[config.mk]
export PLATFORM = sky130hd
export DESIGN_NAME = hazard_fwd_ctrl
export DESIGN_NICKNAME = d
export VERILOG_FILES = /design/src/rtl/hazard_pkg.sv /design/src/rtl/md_busy_ctr.sv /design/src/rtl/hazard_fwd_ctrl.sv
export SDC_FILE = /design/constraint.sdc
export NUM_CORES = 1
export LEC_CHECK = 0
export CAP_MARGIN = 20
export CORE_ASPECT_RATIO = 1.2
export CORE_MARGIN = 1
export CORE_UTILIZATION = 59
export DETAILED_ROUTE_END_ITERATION = 10
export PLACE_DENSITY = 0.86
export SLEW_MARGIN = 10
export SYNTH_ARGS = -nofsm -noshare
export SYNTH_HDL_FRONTEND = slang
export SYNTH_SLANG_ARGS = --single-unit
[constraint.sdc]
create_clock -name clk -period 4.04 [get_ports clk]
set_clock_uncertainty 0.1 [all_clocks]
set_input_delay 0.404 -clock clk [delete_from_list [all_inputs] [get_ports clk]]
set_output_delay 0.404 -clock clk [all_outputs]
set_load 0.05 [all_outputs]
[src/rtl/hazard_pkg.sv]
// rtl/hazard_pkg.sv - shared codes and helpers for hazard_fwd_ctrl
// Purpose: result-source codes, Tuse "unused" marker, forwarding mux select
//          codes for the D/E/M muxes, shadow stage record and Tnew helpers.
// Ports:   none (package).
package hazard_pkg;

  typedef enum logic [1:0] {
    SRC_PC8  = 2'd0,
    SRC_ALU  = 2'd1,
    SRC_XALU = 2'd2,
    SRC_DM   = 2'd3
  } src_t;

  localparam logic [1:0] TUSE_NONE = 2'd3;

  // D-stage forwarding mux
  localparam logic [2:0] SEL_D_RF     = 3'd0;
  localparam logic [2:0] SEL_D_PC8_E  = 3'd1;
  localparam logic [2:0] SEL_D_ALU_M  = 3'd2;
  localparam logic [2:0] SEL_D_PC8_M  = 3'd3;
  localparam logic [2:0] SEL_D_GRF_WD = 3'd4;
  localparam logic [2:0] SEL_D_XALU_M = 3'd5;

  // E-stage forwarding mux
  localparam logic [2:0] SEL_E_PIPE   = 3'd0;
  localparam logic [2:0] SEL_E_ALU_M  = 3'd1;
  localparam logic [2:0] SEL_E_PC8_M  = 3'd2;
  localparam logic [2:0] SEL_E_GRF_WD = 3'd3;
  localparam logic [2:0] SEL_E_XALU_M = 3'd4;

  // M-stage store-data mux
  localparam logic SEL_M_PIPE   = 1'b0;
  localparam logic SEL_M_GRF_WD = 1'b1;

  typedef struct packed {
    logic [4:0] a3;
    logic [1:0] tnew;
    src_t       src;
    logic [4:0] rs;
    logic [4:0] rt;
  } stage_t;

  // Cycles until the result exists, counted from E entry.
  function automatic logic [1:0] init_tnew(input src_t src);
    logic [1:0] t;
    t = 2'd0;
    case (src)
      SRC_PC8:  t = 2'd0;
      SRC_ALU:  t = 2'd1;
      SRC_XALU: t = 2'd1;
      SRC_DM:   t = 2'd2;
      default:  t = 2'd0;
    endcase
    return t;
  endfunction

  function automatic logic [1:0] tnew_dec(input logic [1:0] t);
    return (t == 2'd0) ? 2'd0 : t - 2'd1;
  endfunction

endpackage

[src/rtl/md_busy_ctr.sv]
// rtl/md_busy_ctr.sv - mult/div busy down counter
// Purpose: loads MULT_CYCLES or DIV_CYCLES when a start leaves E, then counts
//          down to zero; busy while the count is non-zero.
// Ports:   clk, reset (sync, active-high), start_i (start leaving E this
//          cycle), kind_i (0 mult, 1 div), busy_o.
module md_busy_ctr #(
  parameter int MULT_CYCLES = 5,
  parameter int DIV_CYCLES  = 10
) (
  input  logic clk,
  input  logic reset,
  input  logic start_i,
  input  logic kind_i,
  output logic busy_o
);

  localparam int MAX_CYCLES = (MULT_CYCLES > DIV_CYCLES) ? MULT_CYCLES : DIV_CYCLES;
  localparam int CW = $clog2(MAX_CYCLES + 1);
  localparam logic [CW-1:0] MULT_LOAD = CW'(MULT_CYCLES);
  localparam logic [CW-1:0] DIV_LOAD  = CW'(DIV_CYCLES);

  logic [CW-1:0] cnt_q, cnt_d;

  always_comb begin
    cnt_d = cnt_q;
    if (start_i) begin
      cnt_d = kind_i ? DIV_LOAD : MULT_LOAD;
    end else if (cnt_q != '0) begin
      cnt_d = cnt_q - CW'(1);
    end
  end

  always_ff @(posedge clk) begin
    if (reset) begin
      cnt_q <= '0;
    end else begin
      cnt_q <= cnt_d;
    end
  end

  assign busy_o = (cnt_q != '0);

endmodule

[src/rtl/hazard_fwd_ctrl.sv]
// rtl/hazard_fwd_ctrl.sv - hazard detection and forwarding control, 5-stage MIPS
// Purpose: shadow pipeline of E/M/W destination, Tnew and source; compares
//          against D-stage rs/rt Tuse to produce forwarding selects and stall;
//          owns the mult/div busy counter. Optional STALL_CNT_EN adds a 32-bit
//          stall cycle counter output stall_cnt.
// Ports:   clk, reset (sync, active-high); D inputs rs_d, rt_d, tuse_rs_d,
//          tuse_rt_d, a3_d, src_d, md_op_d, md_start_d, md_kind_d; outputs
//          stall, sel_rsd/sel_rtd (D mux), sel_rse/sel_rte (E mux),
//          sel_rtm (M mux), md_busy[, stall_cnt].
module hazard_fwd_ctrl #(
  parameter int MULT_CYCLES = 5,
  parameter int DIV_CYCLES  = 10
) (
  input  logic       clk,
  input  logic       reset,
  input  logic [4:0] rs_d,
  input  logic [4:0] rt_d,
  input  logic [1:0] tuse_rs_d,
  input  logic [1:0] tuse_rt_d,
  input  logic [4:0] a3_d,
  input  logic [1:0] src_d,
  input  logic       md_op_d,
  input  logic       md_start_d,
  input  logic       md_kind_d,
  output logic       stall,
  output logic [2:0] sel_rsd,
  output logic [2:0] sel_rtd,
  output logic [2:0] sel_rse,
  output logic [2:0] sel_rte,
  output logic       sel_rtm,
  output logic       md_busy
`ifdef STALL_CNT_EN
  ,
  output logic [31:0] stall_cnt
`endif
);

  import hazard_pkg::*;

  stage_t     e_q, e_d, m_q, m_d;
  logic       md_start_e_q, md_start_e_d;
  logic       md_kind_e_q, md_kind_e_d;
  logic [4:0] w_a3_q;
  src_t       w_src_q;  // W Tnew is always 0, so it is not stored

  logic hazard_stall, md_stall;

  // Register 0 is never a dependency.
  function automatic logic hit(input logic [4:0] a3, input logic [4:0] r);
    return (r != 5'd0) && (a3 == r);
  endfunction

  // Only the nearest matching stage is considered; if its result is not ready
  // the register file value is selected and the stall logic decides.
  function automatic logic [2:0] fwd_d_sel(input logic [4:0] r, input stage_t e,
                                           input stage_t m, input logic [4:0] w_a3);
    logic [2:0] sel;
    sel = SEL_D_RF;
    if (hit(e.a3, r)) begin
      if (e.tnew == 2'd0 && e.src == SRC_PC8) sel = SEL_D_PC8_E;
    end else if (hit(m.a3, r)) begin
      if (m.tnew == 2'd0) begin
        case (m.src)
          SRC_ALU:  sel = SEL_D_ALU_M;
          SRC_PC8:  sel = SEL_D_PC8_M;
          SRC_XALU: sel = SEL_D_XALU_M;
          default:  sel = SEL_D_RF;
        endcase
      end
    end else if (hit(w_a3, r)) begin
      sel = SEL_D_GRF_WD;
    end
    return sel;
  endfunction

  function automatic logic [2:0] fwd_e_sel(input logic [4:0] r, input stage_t m,
                                           input logic [4:0] w_a3);
    logic [2:0] sel;
    sel = SEL_E_PIPE;
    if (hit(m.a3, r)) begin
      if (m.tnew == 2'd0) begin
        case (m.src)
          SRC_ALU:  sel = SEL_E_ALU_M;
          SRC_PC8:  sel = SEL_E_PC8_M;
          SRC_XALU: sel = SEL_E_XALU_M;
          default:  sel = SEL_E_PIPE;
        endcase
      end
    end else if (hit(w_a3, r)) begin
      sel = SEL_E_GRF_WD;
    end
    return sel;
  endfunction

  function automatic logic src_stall(input logic [4:0] r, input logic [1:0] tuse,
                                     input stage_t e, input stage_t m);
    logic s;
    s = 1'b0;
    if (tuse != TUSE_NONE) begin
      if (hit(e.a3, r))      s = (e.tnew > tuse);
      else if (hit(m.a3, r)) s = (m.tnew > tuse);
    end
    return s;
  endfunction

  assign hazard_stall = src_stall(rs_d, tuse_rs_d, e_q, m_q)
                      | src_stall(rt_d, tuse_rt_d, e_q, m_q);
  // A start still in E has not loaded the counter yet, so it blocks too.
  assign md_stall     = md_op_d & (md_busy | md_start_e_q);
  assign stall        = hazard_stall | md_stall;

  assign sel_rsd = fwd_d_sel(rs_d, e_q, m_q, w_a3_q);
  assign sel_rtd = fwd_d_sel(rt_d, e_q, m_q, w_a3_q);
  assign sel_rse = fwd_e_sel(e_q.rs, m_q, w_a3_q);
  assign sel_rte = fwd_e_sel(e_q.rt, m_q, w_a3_q);
  assign sel_rtm = hit(w_a3_q, m_q.rt) ? SEL_M_GRF_WD : SEL_M_PIPE;

  always_comb begin
    // Stalled D inserts a full bubble into E.
    e_d          = '0;
    md_start_e_d = 1'b0;
    md_kind_e_d  = 1'b0;
    if (!stall) begin
      e_d.a3       = a3_d;
      e_d.src      = src_t'(src_d);
      e_d.tnew     = init_tnew(src_t'(src_d));
      e_d.rs       = rs_d;
      e_d.rt       = rt_d;
      md_start_e_d = md_start_d;
      md_kind_e_d  = md_kind_d;
    end
    m_d      = e_q;
    m_d.tnew = tnew_dec(e_q.tnew);
  end

  always_ff @(posedge clk) begin
    if (reset) begin
      e_q          <= '0;
      m_q          <= '0;
      w_a3_q       <= 5'd0;
      w_src_q      <= SRC_PC8;
      md_start_e_q <= 1'b0;
      md_kind_e_q  <= 1'b0;
    end else begin
      e_q          <= e_d;
      m_q          <= m_d;
      w_a3_q       <= m_q.a3;
      w_src_q      <= m_q.src;
      md_start_e_q <= md_start_e_d;
      md_kind_e_q  <= md_kind_e_d;
    end
  end

  // Shadow fields kept for pipeline visibility but not consumed here.
  logic unused_shadow;
  assign unused_shadow = ^{w_src_q, m_q.rs};

  md_busy_ctr #(
    .MULT_CYCLES(MULT_CYCLES),
    .DIV_CYCLES (DIV_CYCLES)
  ) u_md_busy_ctr (
    .clk    (clk),
    .reset  (reset),
    .start_i(md_start_e_q),
    .kind_i (md_kind_e_q),
    .busy_o (md_busy)
  );

`ifdef STALL_CNT_EN
  logic [31:0] stall_cnt_q;

  always_ff @(posedge clk) begin
    if (reset) begin
      stall_cnt_q <= 32'd0;
    end else if (stall) begin
      stall_cnt_q <= stall_cnt_q + 32'd1;
    end
  end

  assign stall_cnt = stall_cnt_q;
`endif

endmodule
==> results of run 1 <==
-- placed cells by master (no fill, tap or decap), types with 5 or more instances in the layout --
master,netlist,routed
dfxtp_1,44,44
clkdlybuf4s50_1,0,38
xnor2_1,31,31
xor2_1,26,26
or3b_1,20,20
nor2b_1,20,20
nor3_1,14,13
nor4_1,13,13
ha_1,12,12
nor2_1,11,11
nand3_1,11,11
nor4_2,11,11
inv_1,10,10
a21oi_1,9,9
or4_1,6,6
nand2_1,6,6
o21ai_0,5,5
clkbuf_8,0,5
buf_4,3,5
-- registers in the layout, summed over array words and instances, names as in the netlist --
register             flops
md_start_e_q             1
md_kind_e_q              1
m_q                     14
w_a3_q                   5
u_md_busy_ctr.cnt_q      4
e_q                     19
-- final timing paths --
path | start | end | slack, ns
setup reg to reg | u_md_busy_ctr.cnt_q[0] | e_q[4] | 1.84
setup / recovery | rt_d[0] | sel_rtd[0] | 0.49
hold reg to reg | e_q[12] | m_q[12] | 0.34
hold / removal | e_q[12] | m_q[12] | 0.34
-- per-stage QoR --
stage,instance area (sq um),utilization (%),instances
2_1_floorplan,2750,-,303
3_3_place_gp,3140,72.1,379
6_report,3240,74.3,385
5_1_grt,3240,74.3,385
3_5_place_dp,3140,72.1,379
4_1_cts,3240,74.4,385
-- report_power, final --
part / total (uW) / internal, uW / switching (uW)
clock network: 318 / 177 / 141
logic: 670 / 285 / 385
registers: 570 / 498 / 72.4
total: 1560 / 960 / 598
-- routing by layer --
| metal | global-route usage (%) | up-vias |
|---|---|---|
| li1 | - | 1100 |
| met1 | 32.4 | 1072 |
| met2 | 48.4 | 67 |
| met3 | 5.95 | 15 |
| met4 | 13.8 | 0 |
| met5 | 0 | - |
-- cells by family after synthesis --
family          share of synthesized area (%)
compound gates                           5.27
simple gates                             32.7
mux                                     0.727
fa+ha+maj                                5.45
flops                                    32.0
xor+xnor                                 18.1
buf+inv                                  5.77
-- area by class of cell --
cell class                      count  share of cell area, %
Multi-Input combinational cell    225                   53.4
Sequential cell                    44                   27.2
Timing Repair Buffer               44                   13.1
Tap cell                           56                   2.16
Clock buffer                        5                   2.13
Inverter                           10                   1.16
Clock inverter                      1                  0.927
-- critical path, delay by kind of cell --
kind	cells	cell delay, ns
AOI/OAI and AO/OA	1	0.16
xor gates and xnor gates	1	0.20
and+or+nand+nor	3	0.91
buffers and inverters	2	1.36
==> summary.txt, run 1 <==
Die area: 4950 sq um
Pin count of the biggest net entering global routing: 39
Post-DP HPWL: 4.49 mm
Ys async rst share: 0%
Die X: 64.4 um
Row cnt: 26
Unrepaired setup endpoints after global routing: false
Antenna cells: 0
Pre-CTS setup slack: 0.521 ns
Synth Warn #: 0
Slew HR: 38.5%
Residual DRC count: 0
WP data arrival: 3.04 ns
Peak VDD IR: 0.000360 V
Yosys reg bits: 44
Crit-path cells: clkdlybuf4s50_1, xor2_1, nor3_1, nand3_1, or3b_2, a21oi_1, clkdlybuf4s50_1
Drt initial violations: 92
Synthesized area: 2750 sq um
Critical Path RT: 3.54 ns
Max Cap Viol: 0
First-pass GRT wire length: 10.6 mm
Gpl congestion: 0.901
Cell with the most instances after synthesis: dfxtp_1
CTS tree: yes
Fmax: 0.282 GHz
Crit-path max cell delay: 0.82 ns
Overall global routing resource usage: 28.1%
Register area: 881 sq um
Synth Flop Type: dfxtp_1
Pwr per Cell Area: 481 nW/um^2
Initial Utilization: 63.2%
Clk buf depth: 2
Min setup slack post-route: 0.493 ns
Min Tclk post-route: 3.55 ns
Post-route ant nets: 0
Final Cycle Share: 87.8%
Reg2reg path depth: 6
CTS Root Cell: clkbuf_8
Hold Slack: 0.337 ns
Share of cells above drive strength 1: 10.3%
Mapped Cells: 303
Post-synth top cells: dfxtp_1 (44), xnor2_1 (31), xor2_1 (26)
Vias: 2254
Syn_nets: 341
FILL cells: 337
PortBufs: 40
Actual slew at the worst max-slew pin: 0.914 ns
Largest cells by area after synthesis: dfxtp_1 (32%), xnor2_1 (9.9%), xor2_1 (8.3%), or3b_1 (6.4%), ha_1 (5.5%)
GRT Residual Overflow: 0
Mean routed wirelength per cell: 16.5 um
Area of the multi-input gates: 1730 sq um
Most used cell, CP: clkdlybuf4s50_1
Power consumption: 1560 uW
Worst Setup Path Type: in2out
Critical Path Start Type: input port
Static Leak: 0.00127 uW
Top cell type's share of synthesized area: 32.0%
# Post-CTS Setup Buffers: 0
Die Span Y: 76.8 um
Critical-path top delay cell: clkdlybuf4s50_1
Setup tns final: 0 ns
Synth-to-layout area growth: 17.6%
# clock sinks: 44
Metal3 WL: 314 um
Worst Hold Class: reg2reg
Initial antenna violation count: 0
Endpoints failing setup: 0
Drt pass-1 iters: 4
Final Net Count: 368
Vias in the first global route: 2246
Syn avg cell area: 9.09 sq um
Highest metal used: met4
Clk_lat worst skew: 0.30 ns
Met1 WL: 2.60 mm
WL met2: 3.19 mm
Synth unique cells: 38
Final Hold Viols: 0
CTS resizes: 0
Cts hold-fix bufs: 0
Hold Path Stages: 1
Inserted Clock Buffers: 5
Sequential area share after synthesis: 32.0%
Core area: 4360 sq um
Pins Over Slew Limit: 0
Htree depth: 2
Post-synth EDFFs: 0
WL final: 6.34 mm
Via density: 5.85
Synth area leader: dfxtp_1
CP max FO: 6
Total I/O pin count: 41
Setup crit end kind: output port
Outcome: finished clean
Reg clk slew, reported paths: 0.07 ns
No activity file was read; power rests on OpenSTA's default activity.
==> run 2: changes to the inputs <==
- CELL_PAD_IN_SITES_DETAIL_PLACEMENT: not set -> 0
- CELL_PAD_IN_SITES_GLOBAL_PLACEMENT: not set -> 1
- CORE_UTILIZATION: 59 -> 45
- PLACE_DENSITY: 0.86 -> 0.87
==> run 2 against run 1 <==
Compared with the run above: sequential power is essentially flat; maximum frequency is essentially flat; cell count rose by 6.8%; global-route usage fell by 7.4 points; final area up 0.77%; combinational power is 2% lower; worst setup slack got worse by 0.00067 ns; critical path type unchanged; critical endpoint unchanged; highest routed layer unchanged.
==> summary.txt, run 2 (synthesis gave the netlist of run 1 again) <==
Outcome: finished clean (unchanged)
Final Cycle Share: 87.8% (about the same)
Fmax: 0.282 GHz (about the same)
Unrepaired setup endpoints after global routing: false (unchanged)
R2r setup slk: 1.90 ns (was 1.84 ns)
PortBufs: 40 (unchanged)
Most frequent cells in the layout: dfxtp_1 (44), clkdlybuf4s50_1 (39), xnor2_1 (31) (was dfxtp_1 (44), clkdlybuf4s50_1 (38), xnor2_1 (31))
Top delay family on crit path: buffers and inverters (unchanged)
Antenna cells: 0 (unchanged)
Min Tclk post-route: 3.55 ns (about the same)
Setup crit end kind: output port (unchanged)
Pwr per Cell Area: 455 nW/um^2 (was 481 nW/um^2)
Initial Utilization: 47.6% (was 63.2%)
Static Leak: 0.00127 uW (about the same)
Most common cell after layout, fill and taps aside: dfxtp_1 (unchanged)
Pin count of the biggest net entering global routing: 26 (was 39)
Peak VDD IR: 0.000250 V (was 0.000360 V)
Htree depth: 2 (unchanged)
Crit-path cells: clkdlybuf4s50_1, xor2_1, nor3_1, nand3_1, or3b_2, a21oi_1, clkdlybuf4s50_1 (unchanged)
Crit-path max cell delay: 0.81 ns (was 0.82 ns)
Post-DP HPWL: 4.56 mm (was 4.49 mm)
Max Cap Viol: 0 (unchanged)
Total I/O pin count: 41 (unchanged)
Post-route ant nets: 0 (unchanged)
CTS Root Cell: clkbuf_8 (unchanged)
Share of cells above drive strength 1: 10.6% (was 10.3%)
# Post-CTS Setup Buffers: 0 (unchanged)
First-pass GRT wire length: 10.1 mm (was 10.6 mm)
Vias in the first global route: 2121 (was 2246)
Pins Over Slew Limit: 0 (unchanged)
Drt initial violations: 92 (unchanged)
Inserted Clock Buffers: 5 (unchanged)
CTS tree: yes (unchanged)
Initial antenna violation count: 0 (unchanged)
GRT Residual Overflow: 0 (unchanged)
Die X: 73.4 um (was 64.4 um)
Final Net Count: 369 (was 368)
Fin area: 3260 sq um (was 3240 sq um)
WL final: 6.05 mm (was 6.34 mm)
Row cnt: 30 (was 26)
Critical Path Start Type: input port (unchanged)
Die area: 6440 sq um (was 4950 sq um)
Vias: 2210 (was 2254)
Residual DRC count: 0 (unchanged)
Max reg flops: 19 (unchanged)
WP data arrival: 3.04 ns (about the same)
# clock sinks: 44 (unchanged)
Drt pass-1 iters: 4 (unchanged)
Final Hold Viols: 0 (unchanged)
CP max FO: 6 (unchanged)
Actual slew at the worst max-slew pin: 0.736 ns (was 0.914 ns)
Clk buf depth: 2 (unchanged)
Synth-to-layout area growth: 18.5% (was 17.6%)
Via density: 5.38 (was 5.85)
Overall global routing resource usage: 20.7% (was 28.1%)
Worst Hold Class: reg2reg (unchanged)
Clk_lat worst skew: 0.29 ns (was 0.30 ns)
Die Span Y: 87.7 um (was 76.8 um)
Most used cell, CP: clkdlybuf4s50_1 (unchanged)
Reg clk slew, reported paths: 0.08 ns (was 0.07 ns)
Gpl congestion: 0.897 (was 0.901)
Cts hold-fix bufs: 0 (unchanged)
Critical Path RT: 3.54 ns (about the same)
Slew HR: 50.5% (was 38.5%)
Dpl cell area: 3180 sq um (was 3140 sq um)
Critical-path top delay cell: clkdlybuf4s50_1 (unchanged)
Setup tns final: 0 ns (unchanged)
Core area: 5780 sq um (was 4360 sq um)
Largest regs: e_q x19, m_q x14, w_a3_q x5 (unchanged)
CTS resizes: 0 (unchanged)
Worst Setup Path Type: in2out (unchanged)
Endpoints failing setup: 0 (unchanged)
Mean routed wirelength per cell: 14.7 um (was 16.5 um)
Most flops, register: e_q (unchanged)
Buf/Inv on CP: 2 (unchanged)
[run 2: cell types whose count changed in the layout (fill, tap and decap cells not counted)]
cell             before  now
buf_2                 1    0
clkinvlp_4            0    1
bufinv_16             1    0
buf_4                 5    6
clkinv_2              0    1
clkdlybuf4s50_1      38   39
[run 2: stage by stage]
stage               hold slack (ns)  cells  power, uW  utilization, %  setup WS (ns)
finish                        0.330    411       1490            56.5          0.492
global route                  0.356    411       1590            56.5          0.266
CTS                           0.327    411       1490            56.5          0.477
detailed placement            0.315    404       1240            55.0          0.481
global placement              0.311    404       1220            55.0          0.524
floorplan                     0.301    303       1070               -          0.925
[run 2: worst paths after layout]
check                                       startpoint          to  cells past startpoint
worst max register to register  u_md_busy_ctr.cnt_q[0]      e_q[9]                      6
worst min register to register                 e_q[12]     m_q[12]                      1
worst max-delay path                           rt_d[0]  sel_rtd[0]                      7
worst min-delay path                           e_q[12]     m_q[12]                      1
[run 2: final cells by class]
class / instances / area (sq um)
flip-flops and latches: 44 / 881
well taps: 80 / 100
repair buffers: 45 / 435
multi-input cells: 225 / 1730
fillers: 567 / 2520
inverters: 10 / 37.5
clock buffers: 5 / 68.8
clock inverters: 2 / 12.5
[run 2: routing by layer]
layer | share of wire [%] | vias up | track usage [%]
met2 | 48 | 49 | 35.1
met1 | 46 | 1041 | 26.6
li1 | - | 1108 | -
met5 | 0 | - | 0
met4 | 2.1 | 0 | 6.29
met3 | 4.0 | 12 | 3.91
[run 2: power breakdown]
part / switching (uW) / total [uW] / internal (uW)
Combinational: 372 / 655 / 283
Sequential: 70.1 / 568 / 498
Clock: 146 / 263 / 117
Total: 588 / 1490 / 897
